**src/rtl/truth_scan_pkg.sv**
```systemverilog
// Shared definitions for the truth-table scanner: controller state encoding
// and the derivation of the table width from the number of expression inputs.
package truth_scan_pkg;

  typedef enum logic [1:0] {
    ST_IDLE   = 2'd0,
    ST_SETTLE = 2'd1,
    ST_SAMPLE = 2'd2,
    ST_DONE   = 2'd3
  } scan_state_t;

  function automatic int table_width(input int n_vars);
    return 1 << n_vars;
  endfunction

endpackage

```
**src/rtl/truth_table_scanner.sv**
```systemverilog
// Walks an external combinational expression through every input vector,
// samples its output after a settle time and collects the full truth table.
module truth_table_scanner
  import truth_scan_pkg::*;
#(
  parameter  int N_VARS = 4,
  parameter  int SETTLE = 1,
  localparam int TW     = table_width(N_VARS)
) (
  input  logic              clk,
  input  logic              rst_n,
  input  logic              start,
  input  logic              abort,
  output logic [N_VARS-1:0] vec,
  input  logic              f_in,
  input  logic [TW-1:0]     expected,
  output logic              busy,
  output logic              done,
  output logic              valid,
  output logic [TW-1:0]     table_out,
  output logic [N_VARS:0]   ones_count,
  output logic              match
);

  localparam int CW = (SETTLE > 1) ? $clog2(SETTLE) : 1;
  localparam logic [CW-1:0]     CNT_LAST = CW'(SETTLE - 1);
  localparam logic [N_VARS-1:0] VEC_LAST = {N_VARS{1'b1}};

  scan_state_t   state;
  logic [CW-1:0] cnt;

  // Abort overrides everything outside IDLE; in IDLE it also masks start.
  always_ff @(posedge clk or negedge rst_n) begin
    if (!rst_n) begin
      state      <= ST_IDLE;
      cnt        <= '0;
      vec        <= '0;
      busy       <= 1'b0;
      done       <= 1'b0;
      valid      <= 1'b0;
      table_out  <= '0;
      ones_count <= '0;
    end else begin
      done <= 1'b0;
      if (abort && (state != ST_IDLE)) begin
        state <= ST_IDLE;
        busy  <= 1'b0;
        valid <= 1'b0;
      end else begin
        case (state)
          ST_IDLE: begin
            if (start && !abort) begin
              vec        <= '0;
              table_out  <= '0;
              ones_count <= '0;
              cnt        <= '0;
              valid      <= 1'b0;
              busy       <= 1'b1;
              state      <= ST_SETTLE;
            end
          end
          ST_SETTLE: begin
            if (cnt == CNT_LAST) begin
              state <= ST_SAMPLE;
            end else begin
              cnt <= cnt + CW'(1);
            end
          end
          ST_SAMPLE: begin
            table_out[vec] <= f_in;
            ones_count     <= ones_count + (N_VARS + 1)'(f_in);
            if (vec == VEC_LAST) begin
              done  <= 1'b1;
              state <= ST_DONE;
            end else begin
              vec   <= vec + N_VARS'(1);
              cnt   <= '0;
              state <= ST_SETTLE;
            end
          end
          ST_DONE: begin
            busy  <= 1'b0;
            valid <= 1'b1;
            state <= ST_IDLE;
          end
          default: state <= ST_IDLE;
        endcase
      end
    end
  end

  // Left combinational so a host can probe several reference tables per scan.
  assign match = valid & (table_out == expected);

endmodule

```
**config.mk**
```make
export PLATFORM = sky130hd
export DESIGN_NAME = truth_table_scanner
export DESIGN_NICKNAME = d
export VERILOG_FILES = /design/src/rtl/truth_scan_pkg.sv /design/src/rtl/truth_table_scanner.sv
export SDC_FILE = /design/constraint.sdc
export NUM_CORES = 1
export LEC_CHECK = 0
export BUFFER_PORTS_ARGS = -buffer_cell sky130_fd_sc_hd__buf_2
export CAP_MARGIN = 20
export CORE_AREA = 2 2 61 63
export DETAILED_ROUTE_END_ITERATION = 7
export DIE_AREA = 0 0 63 65
export PLACE_DENSITY = 0.87
export REMOVE_ABC_BUFFERS = 1
export SKIP_LAST_GASP = 1
export SLEW_MARGIN = 0
export SYNTH_ARGS = -nofsm -noshare
export SYNTH_HDL_FRONTEND = slang
export SYNTH_SLANG_ARGS = --single-unit
```
**constraint.sdc**
```tcl
create_clock -name clk -period 2.2 [get_ports clk]
set_clock_uncertainty 0.15 [all_clocks]
set_input_delay 0.22 -clock clk [delete_from_list [all_inputs] [get_ports clk]]
set_output_delay 0.22 -clock clk [all_outputs]
set_load 0.02 [all_outputs]
```
# Word-level counts from Yosys, hierarchy flattened
# Cells that the tools add are included.
[word_totals]
reg_bits = 31
out_inout_bits = 29
wordCells = 65
[classes]
addsub = 3
order_cmp = 2
eq_ne = 9
muxes = 27
n_bitwise = 2
reduce_logical = 14
[ops]
columns = ["operator", "count"]
rows = [
  ["one-hot mux 16 bit (2 select lines)", 1],
  ["bitwise mux 16 bit", 1],
  ["equality test 16 bit", 1],
  ["two-way mux 16 bit", 1],
  ["two-way mux 1 bit", 10],
  ["one-hot mux 5 bit (2 select lines)", 1],
  ["two-way mux 2 bit", 4],
  ["two-way mux 4 bit", 2],
  ["one-hot mux 2 bit (4 select lines)", 1],
  ["one-hot mux 4 bit (2 select lines)", 1],
  ["AND reduction 4 bit", 2],
  ["!= test 3 bit (second input constant)", 2],
  ["nonzero test 3 bit", 2],
  ["adder 5 x 1 -> 5 bit", 1],
  ["less-than comparator 4 x 5 -> 1 bit (second input constant)", 1],
  ["two-way mux 5 bit", 1],
  ["adder 4 x 1 -> 4 bit (second input constant)", 1],
  ["demux 1 bit (select 4 bit)", 1],
  ["equality test 2 bit (second input constant)", 2],
  ["equality test 4 bit (second input constant)", 1],
  [">= comparator 4 x 1 -> 1 bit (second input constant)", 1],
  ["!= test 2 bit (second input constant)", 2],
  ["one-hot mux 1 bit (2 select lines)", 2],
  ["AND reduction 2 bit", 2],
  ["other kinds (10)", 13],
]

# Logic depth before layout (Yosys ltp)
# Gate-level depths: netlist of the first run.
[logic_depth]
depth_word = 6
ltp_mapped = 6
ltp_nobuf = 5

# Least setup slack after synthesis of the first run
# No wires, ideal clock.
[synth_timing]
path_type = "reg-to-output"
startpoint = "register table_out[15]"
endpoint = "output port match"
arrival_time_ns = 1.685
required_time_ns = 1.830
slack_ns = 0.145
path_stages_with_launch = 5
n_path_buf = 0
cell_sequence = "dfrtp_1 > xor2_1 > nor4_1 > nand4_1 > nor4_1"
[synth_between]
elab_chain_len = 2
[synth_lines]
columns = ["item", "line", "source"]
rows = [
  ["start: declaration", "truth_table_scanner.sv:20", "output logic [TW-1:0] table_out,"],
  ["start signal: indexed assignment", "truth_table_scanner.sv:70", "table_out[vec] <= f_in;"],
  ["equality test 16 bit", "truth_table_scanner.sv:93", "assign match = valid & (table_out == expected);"],
  ["bitwise AND 1 bit", "truth_table_scanner.sv:93", ""],
  ["end: declaration", "truth_table_scanner.sv:22", "output logic match"],
]
# No other way between the ends.

# Worst setup path in the final report of the first run
[layout_timing]
startpoint = "register table_out[5]"
endpoint = "output port match"
# The elaborated chain is that of the path after synthesis.

==> metrics.yaml, run 1 <==
vias: 1417
maxSlewHeadroom: 0.560
synth.distinct_cells: 32
path_class: "flip-flop to primary output"
status: "finished clean"
drv_slew: 0
ys_warn_count: 0
initial_core_util: 0.490
clk_pin_slew_ps: 90
post_cts_buffers: 0
max_stage_delay_ps: 410
cts_num_sinks: 30
netlist_instances: 174
ff2ff_path_depth: 5
cts_inserted_buffers: 5
overflow: 0
wl_microns: 3730
ys_seq_area_frac: 0.438
setup_tns_ps: 0
finalSetupViolations: 0
ir_worst_vdd_v: 0.000280
avgSynthCellArea_sq_um: 9.85
fillers: 311
drive_gt1_frac: 0.270
multiInputGateArea_sq_um: 888
coreArea_sq_mm: 0.00350
synth_edf_count: 0
cp_max_fo: 3
yosysMostFrequentCell: "dfrtp_1"
clock_latency_ps: 330
power_density_mw_per_mm2: 490
rsz0062_at_grt: "true"
startpoint_type: "flip-flop"
n_antenna_cell: 0
ys_seq_elements: 30
nets: 253
max_freq_ghz: 0.460
routabilityCongestion: 0.802
wl_per_cell_microns: 13.6
clock-root-buffer: "clkbuf_4"
dr.pass1.iters: 4
synth_top_area_cell: "dfrtp_1"
crit_required_ps: 1830
tightest_slew_ps: 659
portBuffers: 49
synthArstFlopShare: 1.00
fp.dieArea_sq_mm: 0.00410
grt_max_degree: 31
cap_violations: 0
grt_pass1_wl_microns: 6180
clockBufferDepth: 2
end_kind: "primary output"
rows: 22
synth_ff_type: "dfrtp_1"
postPlaceCellArea_sq_mm: 0.00196
die_h_microns: 65
synth_area_leaders: "dfrtp_1, mux2i_1, xnor2_1"
synthTopCellsByCount: "dfrtp_1, nand2_1, nand3_1"
hold_violations: 0
worst-r2r-setup-slack_ps: 360
synth.top_cell.area_share: 0.438
antenna_found_initial: 0
grt_pass1_vias: 1345
seqCellArea_sq_um: 751
final_area_sq_mm: 0.00204
cp.arrival_ps: 1800
p_leak_nw: 1.06
ios: 50
drt-initial-drc-count: 33
vias_per_cell: 5.17
min_delay_path_depth: 5
grt_usage: 0.197
worstPathCellList: "xor2_1 -> nor4_2 -> nand4_1 -> nor4_1 -> buf_2"
min_period_ps: 2170
slowest_stage: "dfrtp_1"
drc: 0
cts_max_level: 2
period_share: 0.988
dp_hpwl_microns: 2660
cts_tree: "done"
mappedNetlistArea_sq_mm: 0.00171
ant_nets: 0
syn2layout_area_growth_pct: 19.1
worst_hold_path_type: "input pin to flip-flop"
die_w_microns: 63
critical path, delay by kind of cell (launching register included):
| kind | cells | cell delay [ps] |
|---|---|---|
| buffers and inverters | 1 | 210 |
| AND/OR/NAND/NOR | 3 | 700 |
| XOR/XNOR | 1 | 150 |
| flip-flops | 1 | 410 |
logic make-up after synthesis:
kind of cell,share of synthesized area
flops,0.438
mux,0.0934
simple gates,0.230
compound gates,0.0504
xor+xnor,0.0971
fa+ha+maj,0.0438
buf+inv,0.0474
cell type report:
cell class	instances	area share
multi-input cells	131	0.435
flip-flops and latches	30	0.368
repair buffers	52	0.135
well taps	48	0.0294
clock buffers	7	0.0221
inverters	6	0.0110
stage by stage:
stage               hold WS (ps)  utilization  cells  setup slack [ps]  total power, mW
floorplan                   -226            -    167               145            0.651
global placement             140        0.561    264               276            0.703
detailed placement           146        0.561    264               236            0.707
CTS                          230        0.584    274              23.8             1.01
global route                 273        0.584    274             -60.1             1.05
finish                       243        0.584    274              26.0             1.00
timing repair:
action / CTS / global route
pin swaps: 2 / 0
gates cloned: 0 / 0
endpoints found under the hold margin: 32 / 0
hold buffers: 3 / 0
resized for setup: 1 / 0
endpoints found under the setup margin: 1 / 1
registers in the layout, summed over array words and instances (netlist names):
name	cells
done	1
ones_count	5
valid	1
busy	1
state	2
table_out	16
vec	4
report_power, final:
part	internal (mW)	switching, mW
Combinational	0.0522	0.0763
Clock	0.120	0.180
Sequential	0.559	0.0132
cell usage in the layout, fill, tap and decap left out, drive strengths merged:
cell type,count
or4,1
nand3,21
xor2,5
nand2b,4
nor4,2
ha,6
inv,6
nor3,3
xnor2,14
a21o,1
or2,1
o22ai,1
mux2i,16
clkbuf,7
and2,3
a21oi,4
buf,49
nor2,10
and3,1
dlygate4sd3,3
nor2b,3
a311oi,1
nand2,22
o21a,1
dfrtp,30
nand4,5
o21ai,6
per-layer routing:
layer  vias to the layer above  track usage  share of wire
met5                         -            0              0
met4                         0       0.0917          0.020
met3                         5       0.0521          0.057
met2                        53        0.323           0.50
met1                       663        0.244           0.42
li1                        696            -              -
path summary, 6_finish.rpt:
path / to / startpoint
worst max register to register: vec[3] / vec[0]
worst max-delay path: match / table_out[5]
min in group asynchronous: ones_count[0] / rst_n
max in group asynchronous: vec[3] / rst_n
worst min-delay path: vec[1] / start
worst min register to register: table_out[15] / table_out[15]
Note: power is estimated with default switching activity, not from simulation.
==> run 2: changes to the inputs <==
BUFFER_PORTS_ARGS = unset   (was -buffer_cell sky130_fd_sc_hd__buf_2)
CORE_AREA = 2 2 51 72   (was 2 2 61 63)
DIE_AREA = 0 0 53 74   (was 0 0 63 65)
DONT_BUFFER_PORTS = 1   (was unset)
PLACE_DENSITY = 0.76   (was 0.87)
==> run 2 against run 1 <==
- cell count decreased by 19%
- core utilization decreased by 1.0 points
- count of clock-buffer cells in the layout unchanged
- worst hold slack got worse by 230 ps
- maximum frequency increased by 0.97%
- total power increased by 14%
- critical path depth unchanged
- cell area decreased by 7.7%
- sequential power increased by 0.9%
- via count decreased by 8.9%
- largest cell class unchanged
- largest power group unchanged
- highest routed layer unchanged
==> metrics.yaml, run 2 (synthesized netlist as in run 1, its figures left out) <==
status: "finished clean"
vias: 1291
fin_cells: 222
final_cell_mix: "dfrtp_1, nand2_1, nand3_1"
max_stage_delay_ps: 460
syn2layout_area_growth_pct: 10.0
final_area_sq_mm: 0.00189
tightest_slew_ps: 543
hold_slack_ps: 11.4
min_period_ps: 2150
ir_worst_vdd_v: 0.000474
dpl_worst_slack_ps: 172
drive_gt1_frac: 0.121
drt-initial-drc-count: 38
period_share: 0.979
worst-r2r-setup-slack_ps: 470
power_density_mw_per_mm2: 604
wl_per_cell_microns: 16.8
clockBufferDepth: 2
postPlaceCellArea_sq_mm: 0.00173
maxSlewHeadroom: 0.637
worstPathCellList: "xor2_1 -> nor4_2 -> nand4_1 -> nor4_2 -> buf_4"
die_w_microns: 53
cts_tree: "done"
initial_core_util: 0.522
startpoint_type: "flip-flop"
grt_pass1_wl_microns: 5610
n_antenna_cell: 0
finalSetupViolations: 0
end_kind: "primary output"
clock-root-buffer: "clkbuf_8"
cts_max_level: 2
vias_per_cell: 5.82
startpoint: "table_out[5]"
worst_hold_path_type: "input pin to flip-flop"
rows: 25
ant_nets: 0
cts_num_sinks: 30
portBuffers: 0
clock_latency_ps: 280
finalPower_mw: 1.14
cap_violations: 0
setup_tns_ps: 0
dp_hpwl_microns: 2610
wl_microns: 3740
drc: 0
grt_pass1_vias: 1232
layout_commonest_cell: "dfrtp_1"
finalWorstSetupSlack_ps: 46.8
largest_reg_flops: 16
hold_violations: 0
dr.pass1.iters: 5
dp.cells: 210
max_freq_ghz: 0.464
slowest_stage: "dfrtp_2"
largest_register: "table_out"
crit_required_ps: 1830
cp.arrival_ps: 1780
path_buf_inv: 1
grt_usage: 0.195
nets: 208
die_h_microns: 74
cts_inserted_buffers: 5
post_cts_buffers: 0
fp.dieArea_sq_mm: 0.00392
drv_slew: 0
timing.rr.start: "vec[2]"
rsz0062_at_grt: "true"
fillers: 297
cp_max_fo: 3
antenna_found_initial: 0
overflow: 0
largestRegisters: "table_out (16), ones_count (5), vec (4)"
clk_pin_slew_ps: 60
cpMostUsedCell: "nor4_2"
grt_max_degree: 31
coreArea_sq_mm: 0.00328
p_leak_nw: 0.863
path_class: "flip-flop to primary output"
cp_top_family: "simple AND/OR/NAND/NOR gates"
fin_util: 0.574
ios: 50
routabilityCongestion: 0.828
min_from: "abort"
==> run 2: power breakdown <==
group / leakage, nW / internal (mW) / switching, mW
clock: 0.0482 / 0.252 / 0.205
combinational: 0.406 / 0.0420 / 0.0631
sequential: 0.408 / 0.560 / 0.0171
total: 0.863 / 0.854 / 0.285
==> run 2: worst paths after layout <==
path	to	depth (start not counted)
max	match	5
min	vec[1]	3
max reg2reg	table_out[15]	4
min reg2reg	table_out[15]	2
max in group asynchronous	table_out[5]	2
min in group asynchronous	vec[3]	2
==> run 2: area by class of cell <==
type,instances,area (sq um),area share
Clock buffer,7,86.3,0.0458
Clock inverter,1,5.00,0.00265
Sequential cell,30,754,0.400
Inverter,6,22.5,0.0119
Timing Repair Buffer,7,72.6,0.0385
Multi-Input combinational cell,131,895,0.474
Tap cell,40,50.0,0.0265
==> run 2: timing repair <==
item / in CTS / in global routing
hold buffers: 4 / 0
pin swaps: 3 / 0
setup endpoints to repair: 1 / 1
gates resized for setup: 3 / 2
endpoints found under the hold margin: 33 / 0
==> run 2: worst reg2reg max path: cells and delay by family, from the launching register on <==
kind | cells | cell delay (ps)
multiplexers | 1 | 240
flip-flops | 1 | 590
AND/OR/NAND/NOR | 3 | 670
==> run 2: metal layers <==
layer  GRT usage  wire (microns)
met5           0               0
met4      0.0598              43
met3      0.0683             324
met2       0.336            1950
met1       0.225            1420
